**src/rtl/pc_seq_pkg.sv**
```systemverilog
// Shared types and default constants for the program-counter sequencer.
// The return-address stack is built only when PC_SEQ_RAS_EN is defined.
package pc_seq_pkg;

  typedef enum logic [1:0] {
    SEL_SEQ,
    SEL_BR,
    SEL_J,
    SEL_JR
  } next_sel_e;

  localparam int          DEF_DATA_W      = 16;
  localparam int          DEF_INSTR_BYTES = 2;
  localparam logic [15:0] DEF_RESET_VEC   = 16'h0000;
  localparam int          DEF_RAS_DEPTH   = 4;

endpackage

```
**src/rtl/pc_ras.sv**
```systemverilog
// Circular return-address stack: a push when full overwrites the oldest entry,
// and a simultaneous push/pop replaces the top entry in place.
module pc_ras #(
  parameter int DATA_W = 16,
  parameter int DEPTH  = 4
) (
  input  logic                       clk,
  input  logic                       rst_n,
  input  logic                       push,
  input  logic                       pop,
  input  logic [DATA_W-1:0]          push_data,
  output logic [DATA_W-1:0]          top,
  output logic [$clog2(DEPTH):0]     count,
  output logic                       empty
);

  localparam int PTR_W = $clog2(DEPTH);
  localparam int CNT_W = PTR_W + 1;

  logic [DATA_W-1:0] mem [DEPTH];
  logic [PTR_W-1:0]  sp;
  logic [PTR_W-1:0]  top_idx;
  logic              do_pop;

  // sp names the next free slot; the power-of-two depth makes wraparound free
  assign top_idx = sp - 1'b1;
  assign do_pop  = pop & (count != '0);
  assign top     = mem[top_idx];
  assign empty   = (count == '0);

  always_ff @(posedge clk) begin
    if (push) begin
      mem[do_pop ? top_idx : sp] <= push_data;
    end
  end

  always_ff @(posedge clk or negedge rst_n) begin
    if (!rst_n) begin
      sp    <= '0;
      count <= '0;
    end else if (push && !do_pop) begin
      sp    <= sp + 1'b1;
      count <= (count == CNT_W'(DEPTH)) ? count : count + 1'b1;
    end else if (do_pop && !push) begin
      sp    <= sp - 1'b1;
      count <= count - 1'b1;
    end
  end

endmodule

```
**src/rtl/pc_sequencer.sv**
```systemverilog
// Next-PC selection with jr/jump/branch priority, target alignment and redirect flush.
// Define PC_SEQ_RAS_EN to add the return-address stack used by ctl_call/ctl_jr.
module pc_sequencer
  import pc_seq_pkg::*;
#(
  parameter int                DATA_W      = DEF_DATA_W,
  parameter int                INSTR_BYTES = DEF_INSTR_BYTES,
  parameter logic [DATA_W-1:0] RESET_VEC   = DATA_W'(DEF_RESET_VEC),
  parameter int                RAS_DEPTH   = DEF_RAS_DEPTH
) (
  input  logic              clk,
  input  logic              rst_n,
  input  logic              stall,
  input  logic              instr_valid,
  input  logic              ctl_branch,
  input  logic              ctl_jump,
  input  logic              ctl_jr,
  input  logic              ctl_call,
  input  logic              alu_zero,
  input  logic [DATA_W-1:0] br_target,
  input  logic [DATA_W-1:0] j_target,
  input  logic [DATA_W-1:0] jr_target,
  output logic [DATA_W-1:0] pc_out,
  output logic [DATA_W-1:0] pc_plus,
  output logic              flush,
  output logic              misalign,
  output logic              ras_miss,
  output logic              ras_empty
);

  localparam logic [DATA_W-1:0] ALIGN_MASK = DATA_W'(INSTR_BYTES - 1);

  logic [DATA_W-1:0] pc_q;
  logic              flush_q;
  logic              misalign_q;
  logic              ras_miss_q;
  logic              accepted;
  logic [DATA_W-1:0] jr_src;
  logic              jr_miss;
  next_sel_e         sel;
  logic [DATA_W-1:0] raw_target;
  logic [DATA_W-1:0] next_pc;
  logic              target_misaligned;

  assign accepted = instr_valid & ~stall;
  assign pc_plus  = pc_q + DATA_W'(INSTR_BYTES);
  assign pc_out   = pc_q;
  assign flush    = flush_q;
  assign misalign = misalign_q;
  assign ras_miss = ras_miss_q;

`ifdef PC_SEQ_RAS_EN
  logic [DATA_W-1:0]          ras_top;
  logic [$clog2(RAS_DEPTH):0] ras_count;
  logic                       ras_push;
  logic                       ras_pop;

  assign ras_push = accepted & ctl_call;
  assign ras_pop  = accepted & ctl_jr & (ras_count != '0);
  assign jr_src   = ras_pop ? ras_top : jr_target;
  assign jr_miss  = accepted & ctl_jr & (ras_count == '0);

  pc_ras #(
    .DATA_W (DATA_W),
    .DEPTH  (RAS_DEPTH)
  ) u_ras (
    .clk       (clk),
    .rst_n     (rst_n),
    .push      (ras_push),
    .pop       (ras_pop),
    .push_data (pc_plus),
    .top       (ras_top),
    .count     (ras_count),
    .empty     (ras_empty)
  );
`else
  logic unused_call;

  assign unused_call = ctl_call;
  assign jr_src      = jr_target;
  assign jr_miss     = 1'b0;
  assign ras_empty   = 1'b1;
`endif

  always_comb begin
    sel = SEL_SEQ;
    if (accepted) begin
      if (ctl_jr)                      sel = SEL_JR;
      else if (ctl_jump)               sel = SEL_J;
      else if (ctl_branch && alu_zero) sel = SEL_BR;
    end
  end

  always_comb begin
    raw_target = pc_plus;
    case (sel)
      SEL_JR:  raw_target = jr_src;
      SEL_J:   raw_target = j_target;
      SEL_BR:  raw_target = br_target;
      default: raw_target = pc_plus;
    endcase
  end

  // A taken branch landing on pc_plus still counts as a redirect for flush
  assign next_pc           = raw_target & ~ALIGN_MASK;
  assign target_misaligned = (sel != SEL_SEQ) && ((raw_target & ALIGN_MASK) != '0);

  always_ff @(posedge clk or negedge rst_n) begin
    if (!rst_n) begin
      pc_q       <= RESET_VEC;
      flush_q    <= 1'b0;
      misalign_q <= 1'b0;
      ras_miss_q <= 1'b0;
    end else if (!stall) begin
      pc_q       <= next_pc;
      flush_q    <= (sel != SEL_SEQ);
      misalign_q <= target_misaligned;
      ras_miss_q <= jr_miss;
    end else begin
      misalign_q <= 1'b0;
      ras_miss_q <= 1'b0;
    end
  end

endmodule

```
**config.mk**
```make
export PLATFORM = sky130hd
export DESIGN_NAME = pc_sequencer
export DESIGN_NICKNAME = d
export VERILOG_FILES = /design/src/rtl/pc_seq_pkg.sv /design/src/rtl/pc_ras.sv /design/src/rtl/pc_sequencer.sv
export SDC_FILE = /design/constraint.sdc
export NUM_CORES = 1
export LEC_CHECK = 0
export BUFFER_PORTS_ARGS = -buffer_cell sky130_fd_sc_hd__buf_2
export CORE_MARGIN = 5
export CORE_UTILIZATION = 30
export DETAILED_ROUTE_END_ITERATION = 8
export GPL_ROUTABILITY_DRIVEN = 0
export PLACE_DENSITY_LB_ADDON = 0.05
export SETUP_SLACK_MARGIN = 0.15
export SLEW_MARGIN = 0
export SYNTH_ARGS = -nofsm -noshare
export SYNTH_HDL_FRONTEND = slang
export SYNTH_SLANG_ARGS = --single-unit
```
**constraint.sdc**
```tcl
create_clock -name clk -period 4.8 [get_ports clk]
set_input_delay 0.48 -clock clk [delete_from_list [all_inputs] [get_ports clk]]
set_output_delay 0.48 -clock clk [all_outputs]
set_load 0.05 [all_outputs]
```
==> flow_metrics.py <==
metrics = {
    "sta": {
        "finalCritPeriodShare_pct": 54.7,
        "rsz0062_at_grt": "false",
        "min_period_ps": 2630,
        "setup_viol": 0,
        "slew_violations": 0,
        "final.setup.worst_slack_ps": 2170,
        "timing.fmax_mhz": 381,
        "fin_tns_setup_ps": 0,
        "final-hold-violation-count": 0,
        "relSlewSlack_pct": 64.7,
        "skew_ps": 1.05,
        "worst_slew_pin_slew_ps": 529,
    },
    "die": {
        "die_h_um": 81.7,
        "die_w_um": 81.7,
        "dieArea_um2": 6670,
        "rows": 26,
        "coreArea_um2": 5040,
        "pin_count": 93,
        "start_util_pct": 30.5,
    },
    "worst_setup_path": {
        "cp_max_fo": 11,
        "cp_data_arrival_time_ps": 2150,
        "worst_setup_path_start_kind": "flip-flop",
        "end_kind": "output pin",
        "crit_type": "flip-flop to output pin",
        "required_ps": 4320,
    },
    "yosys": {
        "synth-seq-area-share_pct": 27.6,
        "synthDistinctLibCells": 52,
        "synthCells": 179,
        "synth_area_um2": 1540,
        "synthArstFlopShare_pct": 100,
        "syn_avg_cell_area_um2": 8.60,
        "synthFlopType": "dfrtp_1",
        "synth_edf_count": 0,
        "ys_ff_latch": 17,
        "ys_warn_count": 0,
    },
    "clock_tree": {
        "root_buffer": "clkbuf_8",
        "cts_hold_buf": 0,
        "cts_setup_buffers": 0,
        "insertion_delay_ps": 250,
        "htree_levels": 1,
        "cts_made_buffers": 3,
        "clkSinkCount": 17,
        "cts-resized-gates": 0,
        "cts_tree": "built",
        "clk_pin_slew_ps": 70,
        "clk_path_buf_depth": 2,
    },
    "run_status": {
        "outcome": "finished clean",
    },
    "power": {
        "combPwrFrac_pct": 55.6,
        "internal-power_uw": 333,
        "ir_worst_vdd_mv": 0.163,
        "p_seq_share_pct": 29.5,
        "powerDensity_nw_per_um2": 361,
        "p_leak_uw": 0.00101,
        "power_frac_clock_pct": 15.0,
        "power_switching_uw": 399,
        "p_sw_share_pct": 54.5,
    },
    "placed_design": {
        "dp_hpwl_um": 4160,
        "preCtsSetupSlack_ps": 2410,
        "port_buffers": 87,
    },
    "layout": {
        "fin_nets": 317,
        "n_antenna_cell": 0,
        "drive_gt1_share_pct": 40.7,
        "layout_common_cells": "87 x buf_2, 18 x nand2_1, 17 x dfrtp_1",
        "multi_input_area_um2": 1010,
        "final-seq-area_um2": 425,
        "fillers": 551,
        "syn_to_final_growth_pct": 31.8,
        "layout_commonest_cell": "buf_2",
    },
    "flow_run": {
        "cap_viol_max_count": 0,
    },
    "global_route": {
        "grt_max_degree": 29,
        "grt_overflow": 0,
        "grt_use_total_pct": 16.4,
        "grt_pass1_wl_um": 8500,
        "grt_pass1_vias": 1686,
        "antenna_found_initial": 0,
    },
    "route": {
        "ant_nets": 0,
        "drc": 0,
        "routed_via_density": 5.02,
        "drtPass1Iterations": 4,
        "vias": 1647,
        "wl_per_cell_um": 16.1,
        "drt-total-wl_um": 5270,
        "drtIter0Drc": 65,
    },
    "min_path": {
        "hold_path.class": "input port to asynchronous set/reset pin",
    },
}
## cell type report
type / instances / area share [%]
multi-input combinational: 142 / 49.6
clock buffer: 4 / 2.22
timing repair buffer: 87 / 21.5
inverter: 8 / 1.48
sequential: 17 / 21.0
tap: 70 / 4.32
## kinds of logic after synthesis
family | Yosys count | share of synthesized area (%)
xor+xnor | 11 | 6.25
fa+ha+maj | 1 | 0.812
buf+inv | 22 | 7.55
simple gates | 64 | 26.6
compound gates | 60 | 29.4
other cells | 2 | 0.488
mux | 2 | 1.30
flops | 17 | 27.6
## synthesized netlist by cell type (3+ instances only)
cell type	number	area [um2]
a22o_1	4	35.0
buf_2	3	15.0
xnor2_1	5	43.8
clkbuf_1	4	15.0
a22oi_1	7	52.6
o31ai_1	4	30.0
o21ai_0	7	35.0
inv_1	8	30.0
nor3_1	6	30.0
nand3_1	12	60.1
nand2_1	18	67.6
nor4_4	4	85.1
xor2_1	6	52.6
o22ai_1	5	31.3
a21oi_1	6	30.0
nor2_1	10	37.5
buf_4	6	45.0
dfrtp_1	17	425
o211a_1	3	30.0
## state kept, by name, summed over array words and instances, names as in the netlist
signal,count
pc_out,15
misalign,1
flush,1
## power by group through the flow
stage	clock [uW]	sequential, uW	combinational (uW)
after CTS	113	216	411
after detailed placement	0	219	410
after global routing	121	223	431
after global placement	0	219	409
after floorplan	0	291	236
final	110	216	407
## critical path, cell delays in order (launching register included)
cell and delay (ps):
dfrtp_1 510, nand4_2 450, nor3_1 490, xnor2_1 160, buf_2 280
## final timing paths
| check | from | endpoint | slack (ps) | cells past startpoint |
|---|---|---|---|---|
| max | pc_out[3] | pc_plus[11] | 2170 | 4 |
| min | rst_n | pc_out[5] | 150 | 1 |
| max reg2reg | pc_out[3] | pc_out[15] | 2920 | 4 |
| min reg2reg | flush | flush | 480 | 2 |
| max in group asynchronous | rst_n | pc_out[10] | 4360 | 1 |
| min in group clk | br_target[0] | misalign | 440 | 3 |
## per-stage QoR
| step | std cells | total power [uW] | utilization, % | hold slack [ps] | area [um2] |
|---|---|---|---|---|---|
| after floorplan | 181 | 528 | - | 184 | 1550 |
| after CTS | 328 | 741 | 40.2 | 171 | 2030 |
| after global routing | 328 | 776 | 40.2 | 182 | 2030 |
| after detailed placement | 324 | 630 | 39.4 | 445 | 1980 |
| after global placement | 324 | 628 | 39.4 | 450 | 1980 |
| final | 328 | 732 | 40.2 | 152 | 2030 |
## per-layer routing
layer | up-vias | share of wire [%] | routed length (um) | track usage [%]
li1 | 825 | - | - | -
met1 | 755 | 46 | 2450 | 22.1
met2 | 65 | 45 | 2390 | 27.0
met3 | 2 | 7.8 | 413 | 4.06
met4 | 0 | 0.44 | 23 | 2.49
met5 | - | 0 | 0 | 0
No activity file was read; power rests on OpenSTA's default activity.
